[src/rtl/rename_map_table_pkg.sv]
// rmt_pkg: shared types and helpers for the register rename map table.
//   - rmt_state_e : two-state recovery FSM encoding (RMT_NORMAL, RMT_RECOVER)
//   - rmt_aw/rmt_pw : index widths derived from register file sizes
//   - slot_lsb : lsb of slot/entry <slot> in a flat bus of <width>-bit fields
package rmt_pkg;

  typedef enum logic {
    RMT_NORMAL  = 1'b0,
    RMT_RECOVER = 1'b1
  } rmt_state_e;

  function automatic int rmt_aw(input int archfile_size);
    return $clog2(archfile_size);
  endfunction

  function automatic int rmt_pw(input int physfile_size);
    return $clog2(physfile_size);
  endfunction

  function automatic int slot_lsb(input int slot, input int width);
    return slot * width;
  endfunction

endpackage

[src/rtl/rename_map_table_if.sv]
// rename_map_table_if: rename/retire/rollback bundle between decode/rename,
// the ROB and the rename map table.
//   master : upstream side (drives requests, receives mappings/status)
//   slave  : the map table itself
// Per-slot fields are packed flat; slot i lives at [i*W +: W].
interface rename_map_table_if
  import rmt_pkg::*;
#(
  parameter int ARCHFILE_SIZE = 32,
  parameter int PHYSFILE_SIZE = 256,
  parameter int REN_WIDTH     = 2,
  parameter int RET_WIDTH     = 2
);
  localparam int AW = rmt_aw(ARCHFILE_SIZE);
  localparam int PW = rmt_pw(PHYSFILE_SIZE);

  logic [REN_WIDTH-1:0]    ren_valid;
  logic [REN_WIDTH*AW-1:0] ren_rs1;
  logic [REN_WIDTH*AW-1:0] ren_rs2;
  logic [REN_WIDTH*AW-1:0] ren_rd;
  logic [REN_WIDTH*PW-1:0] ren_pd;
  logic [REN_WIDTH*PW-1:0] ren_rs1_phys;
  logic [REN_WIDTH*PW-1:0] ren_rs2_phys;
  logic [REN_WIDTH*PW-1:0] ren_rd_oldphys;
  logic                    ren_ready;
  logic [RET_WIDTH-1:0]    ret_valid;
  logic [RET_WIDTH*AW-1:0] ret_rd;
  logic [RET_WIDTH*PW-1:0] ret_pd;
  logic                    rollback;
  logic                    recovering;

  modport master (
    output ren_valid, ren_rs1, ren_rs2, ren_rd, ren_pd,
    output ret_valid, ret_rd, ret_pd, rollback,
    input  ren_rs1_phys, ren_rs2_phys, ren_rd_oldphys, ren_ready, recovering
  );

  modport slave (
    input  ren_valid, ren_rs1, ren_rs2, ren_rd, ren_pd,
    input  ret_valid, ret_rd, ret_pd, rollback,
    output ren_rs1_phys, ren_rs2_phys, ren_rd_oldphys, ren_ready, recovering
  );

endinterface

[src/rtl/rmt_bank.sv]
// rmt_bank: ENTRIES x WIDTH map register array, reset to identity.
//   clk, rst   : clock, async active-high reset
//   wr_en/wr_addr/wr_data : NWR write ports, highest port index wins
//   load_en/load_data     : whole-array load, overrides the write ports
//   dump       : flat array image; current state when DUMP_NEXT=0,
//                next state (this cycle's writes applied) when DUMP_NEXT=1
module rmt_bank
  import rmt_pkg::*;
#(
  parameter int ENTRIES   = 32,
  parameter int WIDTH     = 8,
  parameter int NWR       = 2,
  parameter bit DUMP_NEXT = 1'b0,
  parameter int AW        = rmt_aw(ENTRIES)
) (
  input  logic                     clk,
  input  logic                     rst,
  input  logic [NWR-1:0]           wr_en,
  input  logic [NWR*AW-1:0]        wr_addr,
  input  logic [NWR*WIDTH-1:0]     wr_data,
  input  logic                     load_en,
  input  logic [ENTRIES*WIDTH-1:0] load_data,
  output logic [ENTRIES*WIDTH-1:0] dump
);

  logic [WIDTH-1:0] mem_q [ENTRIES];
  logic [WIDTH-1:0] mem_d [ENTRIES];

  // Ports are applied in ascending order so the last (highest) one sticks.
  always_comb begin
    mem_d = mem_q;
    if (load_en) begin
      for (int e = 0; e < ENTRIES; e++) begin
        mem_d[e] = load_data[slot_lsb(e, WIDTH) +: WIDTH];
      end
    end else begin
      for (int i = 0; i < NWR; i++) begin
        if (wr_en[i]) begin
          mem_d[wr_addr[slot_lsb(i, AW) +: AW]] = wr_data[slot_lsb(i, WIDTH) +: WIDTH];
        end
      end
    end
  end

  always_ff @(posedge clk or posedge rst) begin
    if (rst) begin
      for (int e = 0; e < ENTRIES; e++) begin
        mem_q[e] <= WIDTH'(e);
      end
    end else begin
      mem_q <= mem_d;
    end
  end

  for (genvar e = 0; e < ENTRIES; e++) begin : g_dump
    if (DUMP_NEXT) begin : g_next
      assign dump[e*WIDTH +: WIDTH] = mem_d[e];
    end else begin : g_cur
      assign dump[e*WIDTH +: WIDTH] = mem_q[e];
    end
  end

endmodule

[src/rtl/rename_map_table.sv]
// rename_map_table: superscalar speculative / non-speculative rename map.
//   clk, rst : clock, async active-high reset (both maps -> identity)
//   bus      : rename_map_table_if.slave
//     ren_*  : REN_WIDTH rename slots; lookups are combinational with
//              intra-group bypass from lower slots
//     ret_*  : RET_WIDTH retire slots into the non-speculative map
//     rollback/recovering : spec map rebuilt from the non-spec map, then a
//              one-cycle recovery bubble
// Build option: define RMT_ZERO_REG_EN to hardwire arch reg 0 to phys 0.
module rename_map_table
  import rmt_pkg::*;
#(
  parameter int ARCHFILE_SIZE = 32,
  parameter int PHYSFILE_SIZE = 256,
  parameter int REN_WIDTH     = 2,
  parameter int RET_WIDTH     = 2
) (
  input logic               clk,
  input logic               rst,
  rename_map_table_if.slave bus
);

  localparam int AW = rmt_aw(ARCHFILE_SIZE);
  localparam int PW = rmt_pw(PHYSFILE_SIZE);

`ifdef RMT_ZERO_REG_EN
  localparam bit ZERO_REG = 1'b1;
`else
  localparam bit ZERO_REG = 1'b0;
`endif

  rmt_state_e state_q, state_d;
  logic ren_ready;
  logic [REN_WIDTH-1:0] spec_wr_en;
  logic [RET_WIDTH-1:0] nonspec_wr_en;
  logic [ARCHFILE_SIZE*PW-1:0] spec_dump;
  logic [ARCHFILE_SIZE*PW-1:0] nonspec_next;

  assign ren_ready      = (state_q == RMT_NORMAL) && !bus.rollback;
  assign bus.ren_ready  = ren_ready;
  assign bus.recovering = (state_q == RMT_RECOVER);

  // Rollback reloads spec in either state; RECOVER always lasts at least
  // one cycle after the last rollback pulse.
  always_comb begin
    state_d = state_q;
    case (state_q)
      RMT_NORMAL:  if (bus.rollback) state_d = RMT_RECOVER;
      RMT_RECOVER: state_d = bus.rollback ? RMT_RECOVER : RMT_NORMAL;
      default:     state_d = RMT_NORMAL;
    endcase
  end

  always_ff @(posedge clk or posedge rst) begin
    if (rst) begin
      state_q <= RMT_NORMAL;
    end else begin
      state_q <= state_d;
    end
  end

  // Mapping seen by <slot> for <areg>: the newest older in-group producer,
  // else the committed speculative map.
  function automatic logic [PW-1:0] lookup(input int slot, input logic [AW-1:0] areg);
    logic [PW-1:0] r;
    r = spec_dump[slot_lsb(int'(areg), PW) +: PW];
    for (int k = 0; k < REN_WIDTH; k++) begin
      if (k < slot && bus.ren_valid[k] &&
          bus.ren_rd[slot_lsb(k, AW) +: AW] == areg &&
          !(ZERO_REG && areg == '0)) begin
        r = bus.ren_pd[slot_lsb(k, PW) +: PW];
      end
    end
    if (ZERO_REG && areg == '0) r = '0;
    return r;
  endfunction

  always_comb begin
    bus.ren_rs1_phys   = '0;
    bus.ren_rs2_phys   = '0;
    bus.ren_rd_oldphys = '0;
    for (int j = 0; j < REN_WIDTH; j++) begin
      bus.ren_rs1_phys[slot_lsb(j, PW) +: PW]   = lookup(j, bus.ren_rs1[slot_lsb(j, AW) +: AW]);
      bus.ren_rs2_phys[slot_lsb(j, PW) +: PW]   = lookup(j, bus.ren_rs2[slot_lsb(j, AW) +: AW]);
      bus.ren_rd_oldphys[slot_lsb(j, PW) +: PW] = lookup(j, bus.ren_rd[slot_lsb(j, AW) +: AW]);
    end
  end

  always_comb begin
    spec_wr_en = '0;
    for (int i = 0; i < REN_WIDTH; i++) begin
      spec_wr_en[i] = ren_ready && bus.ren_valid[i] &&
                      !(ZERO_REG && bus.ren_rd[slot_lsb(i, AW) +: AW] == '0);
    end
  end

  always_comb begin
    nonspec_wr_en = '0;
    for (int i = 0; i < RET_WIDTH; i++) begin
      nonspec_wr_en[i] = bus.ret_valid[i] &&
                         !(ZERO_REG && bus.ret_rd[slot_lsb(i, AW) +: AW] == '0);
    end
  end

  // Spec bank reloads from the non-spec next state so same-cycle retires
  // are included in the rebuilt map.
  rmt_bank #(
    .ENTRIES(ARCHFILE_SIZE), .WIDTH(PW), .NWR(REN_WIDTH), .DUMP_NEXT(1'b0), .AW(AW)
  ) u_spec (
    .clk(clk), .rst(rst),
    .wr_en(spec_wr_en), .wr_addr(bus.ren_rd), .wr_data(bus.ren_pd),
    .load_en(bus.rollback), .load_data(nonspec_next),
    .dump(spec_dump)
  );

  rmt_bank #(
    .ENTRIES(ARCHFILE_SIZE), .WIDTH(PW), .NWR(RET_WIDTH), .DUMP_NEXT(1'b1), .AW(AW)
  ) u_nonspec (
    .clk(clk), .rst(rst),
    .wr_en(nonspec_wr_en), .wr_addr(bus.ret_rd), .wr_data(bus.ret_pd),
    .load_en(1'b0), .load_data('0),
    .dump(nonspec_next)
  );

endmodule

[src/flat_wrapper.sv]
// flat-port wrapper written by rule: the top's interface ports become plain ports
module rename_map_table_flat import rmt_pkg::*;
#(
  parameter int ARCHFILE_SIZE = 32,
  parameter int PHYSFILE_SIZE = 256,
  parameter int REN_WIDTH     = 2,
  parameter int RET_WIDTH     = 2
)
  (clk, rst, bus_ren_valid, bus_ren_rs1, bus_ren_rs2, bus_ren_rd, bus_ren_pd, bus_ret_valid, bus_ret_rd, bus_ret_pd, bus_rollback, bus_ren_rs1_phys, bus_ren_rs2_phys, bus_ren_rd_oldphys, bus_ren_ready, bus_recovering);
  rename_map_table_if #(.ARCHFILE_SIZE(ARCHFILE_SIZE), .PHYSFILE_SIZE(PHYSFILE_SIZE), .REN_WIDTH(REN_WIDTH), .RET_WIDTH(RET_WIDTH)) bus_i ();
  input logic clk;
  input logic rst;
  input wire logic [$bits(bus_i.ren_valid)-1:0] bus_ren_valid;
  input wire logic [$bits(bus_i.ren_rs1)-1:0] bus_ren_rs1;
  input wire logic [$bits(bus_i.ren_rs2)-1:0] bus_ren_rs2;
  input wire logic [$bits(bus_i.ren_rd)-1:0] bus_ren_rd;
  input wire logic [$bits(bus_i.ren_pd)-1:0] bus_ren_pd;
  input wire logic [$bits(bus_i.ret_valid)-1:0] bus_ret_valid;
  input wire logic [$bits(bus_i.ret_rd)-1:0] bus_ret_rd;
  input wire logic [$bits(bus_i.ret_pd)-1:0] bus_ret_pd;
  input wire logic [$bits(bus_i.rollback)-1:0] bus_rollback;
  output wire logic [$bits(bus_i.ren_rs1_phys)-1:0] bus_ren_rs1_phys;
  output wire logic [$bits(bus_i.ren_rs2_phys)-1:0] bus_ren_rs2_phys;
  output wire logic [$bits(bus_i.ren_rd_oldphys)-1:0] bus_ren_rd_oldphys;
  output wire logic [$bits(bus_i.ren_ready)-1:0] bus_ren_ready;
  output wire logic [$bits(bus_i.recovering)-1:0] bus_recovering;
  assign bus_i.ren_valid = bus_ren_valid;
  assign bus_i.ren_rs1 = bus_ren_rs1;
  assign bus_i.ren_rs2 = bus_ren_rs2;
  assign bus_i.ren_rd = bus_ren_rd;
  assign bus_i.ren_pd = bus_ren_pd;
  assign bus_i.ret_valid = bus_ret_valid;
  assign bus_i.ret_rd = bus_ret_rd;
  assign bus_i.ret_pd = bus_ret_pd;
  assign bus_i.rollback = bus_rollback;
  assign bus_ren_rs1_phys = bus_i.ren_rs1_phys;
  assign bus_ren_rs2_phys = bus_i.ren_rs2_phys;
  assign bus_ren_rd_oldphys = bus_i.ren_rd_oldphys;
  assign bus_ren_ready = bus_i.ren_ready;
  assign bus_recovering = bus_i.recovering;
  rename_map_table #(.ARCHFILE_SIZE(ARCHFILE_SIZE), .PHYSFILE_SIZE(PHYSFILE_SIZE), .REN_WIDTH(REN_WIDTH), .RET_WIDTH(RET_WIDTH)) u_core (.clk(clk), .rst(rst), .bus(bus_i));
endmodule
[config.mk]
export PLATFORM = sky130hd
export DESIGN_NAME = rename_map_table_flat
export DESIGN_NICKNAME = d
export VERILOG_FILES = /design/src/rtl/rename_map_table_pkg.sv /design/src/rtl/rename_map_table_if.sv /design/src/rtl/rmt_bank.sv /design/src/rtl/rename_map_table.sv /design/src/flat_wrapper.sv
export SDC_FILE = /design/constraint.sdc
export NUM_CORES = 2
export LEC_CHECK = 0
export CAP_MARGIN = 20
export CORE_ASPECT_RATIO = 0.9
export CORE_MARGIN = 2
export CORE_UTILIZATION = 45
export DETAILED_ROUTE_END_ITERATION = 6
export GPL_TIMING_DRIVEN = 1
export SLEW_MARGIN = 20
export SYNTH_ARGS = -nofsm -noshare
export SYNTH_HDL_FRONTEND = slang
export SYNTH_SLANG_ARGS = --single-unit
[constraint.sdc]
create_clock -name clk -period 33.3 [get_ports clk]
set_input_delay 6.66 -clock clk [delete_from_list [all_inputs] [get_ports clk]]
set_output_delay 6.66 -clock clk [all_outputs]
set_load 0.02 [all_outputs]
After elaboration in Yosys (flattened, before gate mapping):

Index checks and enable logic that the tools add are counted.
Widths: inputs -> output; s select.

* register bits after elaboration: 513
* bits of input ports: 79

* order comparisons: 8
* eq/ne operators: 3
* shift operators: 6
* mux-type cells: 22
* bitwise operators: 5
* reductions and logical operators: 11

Operators by type and width (number)
* $mux 256: 6
* $shiftx 256x9->8: 6
* $bwmux 256: 4
* $demux 8 s5: 4
* $mux 8: 7
* $ge 6x6->1 const B: 4
* $lt 6x1->1 const B: 4
* $not 5->6: 4
* $eq 5x5->1: 3
* $logic_and 1x1->1: 10
* $logic_not 1->1: 1
* $mux 1: 1
* $not 1->1: 1

Depth between registers and ports, before layout:

* depth after elaboration: 11
* depth in mapped cells: 8
* depth with buffers taken out: 4

By module:

A second synthesis with hierarchy kept.

* cell total of the unflattened synthesis: 4192
* area, all modules: 41214.5 um2

By module, submodules not included
* rmt_bank: instances 2, cells each 1613, area each 14207.4 um2, sequential area each 6506.2 um2
* rename_map_table: instances 1, cells each 966, area each 12799.8 um2, sequential area each 25.0 um2

Worst setup path before layout:

No wires, ideal clock.

* kind: input to output
* start: input port bus_ren_rs2[6]
* end: output port bus_ren_rs2_phys[13]
* data arrival time: 8.488 ns
* data required time: 26.640 ns
* slack: 18.152 ns
* cell stages on the path: 7
* path buffers: 3
* cells stage by stage: buf_2 buf_2 buf_4 mux4_2 a22oi_1 and3_1 o41ai_1

* word-level cells in the longest chain between the ends: 3

RTL lines
* start: declaration: line flat_wrapper.sv:15 `input wire logic [$bits(bus_i.ren_rs2)-1:0] bus_ren_rs2;`
* parallel branches: the longest is 2 deep, another holds $shiftx 256x9->8
* $mux 8 (*): line rename_map_table.sv:68 `if (k < slot && bus.ren_valid[k] &&`
* end: declaration: line flat_wrapper.sv:23 `output wire logic [$bits(bus_i.ren_rs2_phys)-1:0] bus_ren_rs2_phys;`

Mark *: on every way between the ends.

Worst setup path after layout:

* start: input port bus_ren_rs2[9]
* end: output port bus_ren_rs2_phys[13]

The elaborated chain is that of the path after synthesis.

==> results.toml <==
[die]
row_count = 107
coreArea_mm2 = 0.09438
die-area_mm2 = 0.09740
fp.dieW_um = 328.8
start_util = 0.4525
ios = 129
fp.dieH_um = 296.3

[global_route]
grt.total_usage = 0.4434
overflow = 0
antenna_found_initial = 12
grt_pass1_wl_um = 309500
grt_max_degree = 162
grt_pass1_vias = 39890

[timing]
post-route-period-util = 0.5113
slew-limit-headroom = 0.1900
tns_ps = 0
timing.fmax_mhz = 58.73
period_needed_ps = 17030
finalHoldViolCount = 0
fin_ws_ps = 16270
tightest_slew_ps = 1204
final_max_slew_viol_count = 0
rsz0062_at_grt = "no"
finClkSkew_ps = 37.08
setup_violations = 0

[critical_path]
critical_path.startpoint = "bus_ren_rs2[9]"
start_kind = "input port"
crit_path_end = "bus_ren_rs2_phys[13]"
worstSetupEndpointType = "output pin"
r2r_slack_ps = 30230
crit_type = "in -> out"
timing.rr.end = "u_core.u_spec.dump[73]"
cp_max_fo = 18
arrival_ps = 10370
worstReg2RegStart = "u_core.bus.recovering"
reg2reg_depth = 7
critical_path_required_ps = 26640

[routing]
drt_wl_total_um = 221300
wire_per_inst_um = 43.03
drc = 0
vias = 43190
via_per_inst = 8.397
dr.pass1.iters = 7
drt-initial-drc-count = 7813
ant_nets = 0

[cts]
cts_repair_resize_count = 0
cts_tree = "built"
hold_buffers = 0
cts_buffers = 61
htreeDepth = 2
cts.sink_count = 513
clk_path_buf_depth = 3
clk_root_buffer_cell = "clkbuf_16"
clock_latency_ps = 690
cts.reportedPaths.clkPinSlew_ps = 60
postCtsSetupBuffers = 0

[synth]
avgSynthCellArea_um2 = 10.23
yosysUniqueCellTypes = 66
yosysSeqAreaShare = 0.3052
synthTopCellsByArea = "mux4_2 (22%), dfrtp_1 (21%), dfstp_2 (9.8%)"
synth_warnings = 0
yosysTopAreaCellShare = 0.2178
async_flop_share = 1.000
ys_ff_latch = 513
synthCells = 4174
synth-edff-count = 0
syn_area_mm2 = 0.04271
ys.flop_type = "dfrtp_1"
syn_nets = 4253
synth_largest_area_cell = "mux4_2"

[place]
dp_hpwl_um = 137600
port_buffers = 128
dpl.cell_count = 5023
dp_worst_setup_slack_ps = 16630
gp_congestion = 1.118

[final_layout]
area_growth_pct = 7.461
drive_gt1_frac = 0.2600
fin_nets = 3912
finalNonFillerCells = 5143
final_cell_mix = "mux4_2 (413), dfrtp_1 (353), o21ai_0 (319), nand3_1 (299), a31oi_1 (295)"
final_common_cell = "mux4_2"

[power]
vdd_drop_max_uv = 47.57
power_leakage_uw = 0.01654
power.density_mw_per_mm2 = 59.55

[run]
cap_violations = 0

[run_status]
outcome = "finished clean"

[hold_path]
hp-class = "reg -> reg"
[Yosys cell counts, types with 10 or more instances]
cell         n
nand3_1    299
or3b_2      11
xor2_1      12
o31a_1      64
dfrtp_1    353
a31oi_1    295
a31oi_2     24
a211o_1    128
nor3_4      13
or2_2       33
a211oi_1    64
nand3b_1    15
inv_1       10
a22o_1     194
nor3_1     257
o2bb2ai_1   64
mux2_2      38
a21o_1      66
a22oi_1     70
buf_2      125
nand4_1     18
o21ai_0    319
a41oi_1     64
and3_1      18
buf_1       56
o22ai_1     42
nor2b_1     11
dfstp_2    160
and4_1     130
nor4_1      72
nor3_2      13
clkbuf_1   444
buf_4       35
mux4_2     413
a21oi_1    131
[state kept, by name, indices dropped and copies added, names as in the netlist]
register	flops
u_core.bus.recovering	1
u_core.u_spec.dump	256
u_core.u_nonspec.mem_q	256
[worst max-delay path: stages]
cell             delay, ps
clkdlybuf4s50_1       1180
xor2_1                 230
nor4_2                 110
and2_1                 320
o41ai_1               1070
clkdlybuf4s50_1        780
[through the flow]
stage,power [µW],area (µm²),hold slack (ps),utilization
2_1_floorplan,1548,42710,498.8,-
3_3_place_gp,1951,43820,521.1,0.4643
3_5_place_dp,1960,43820,522.1,0.4643
4_1_cts,2651,45870,525.4,0.4860
5_1_grt,2772,45890,547.6,0.4862
6_report,2733,45900,523.1,0.4863
[final cells by class]
cell class	instances	area, µm²
Fill cell	8586	48490
Multi-Input combinational cell	2983	27000
Timing Repair Buffer	264	2186
Inverter	10	45.04
Sequential cell	513	13040
Tap cell	1253	1568
Clock inverter	17	176.4
Clock buffer	97	1873
Antenna cell	6	15.01
[power breakdown]
part	total, µW	switching, µW	leakage, µW	internal [µW]
sequential	1130	315	0.00602	812
combinational	907	462	0.00951	445
clock	699	300	0.00101	399
[cells by family after synthesis]
logic type,share of synthesized area
AOI/OAI and AO/OA,0.2527
xor gates and xnor gates,0.003076
and+or+nand+nor,0.1427
buffers and inverters,0.06714
muxes,0.2292
DFF,0.3052
[routing by layer]
metal / GRT usage / routed length, µm / up-vias
met5: 0.005929 / 180 / -
met1: 0.5743 / 78870 / 21560
met4: 0.2486 / 15480 / 14
met2: 0.5817 / 86230 / 4222
met3: 0.2383 / 40560 / 947
li1: - / - / 16440
[worst min-delay path by stage]
stage | end | cells after the start | slack (ps) | from
after global routing | u_core.u_nonspec.mem_q[96] | 2 | 550 | u_core.u_nonspec.mem_q[96]
after CTS | u_core.u_nonspec.mem_q[97] | 2 | 530 | u_core.u_nonspec.mem_q[97]
after detailed placement | u_core.u_nonspec.mem_q[96] | 2 | 520 | u_core.u_nonspec.mem_q[96]
after global placement | u_core.u_nonspec.mem_q[18] | 2 | 520 | u_core.u_nonspec.mem_q[18]
final | u_core.u_nonspec.mem_q[97] | 2 | 520 | u_core.u_nonspec.mem_q[97]
after floorplan | u_core.u_nonspec.mem_q[160] | 2 | 500 | u_core.u_nonspec.mem_q[160]
(Power assumes the default switching activity.)
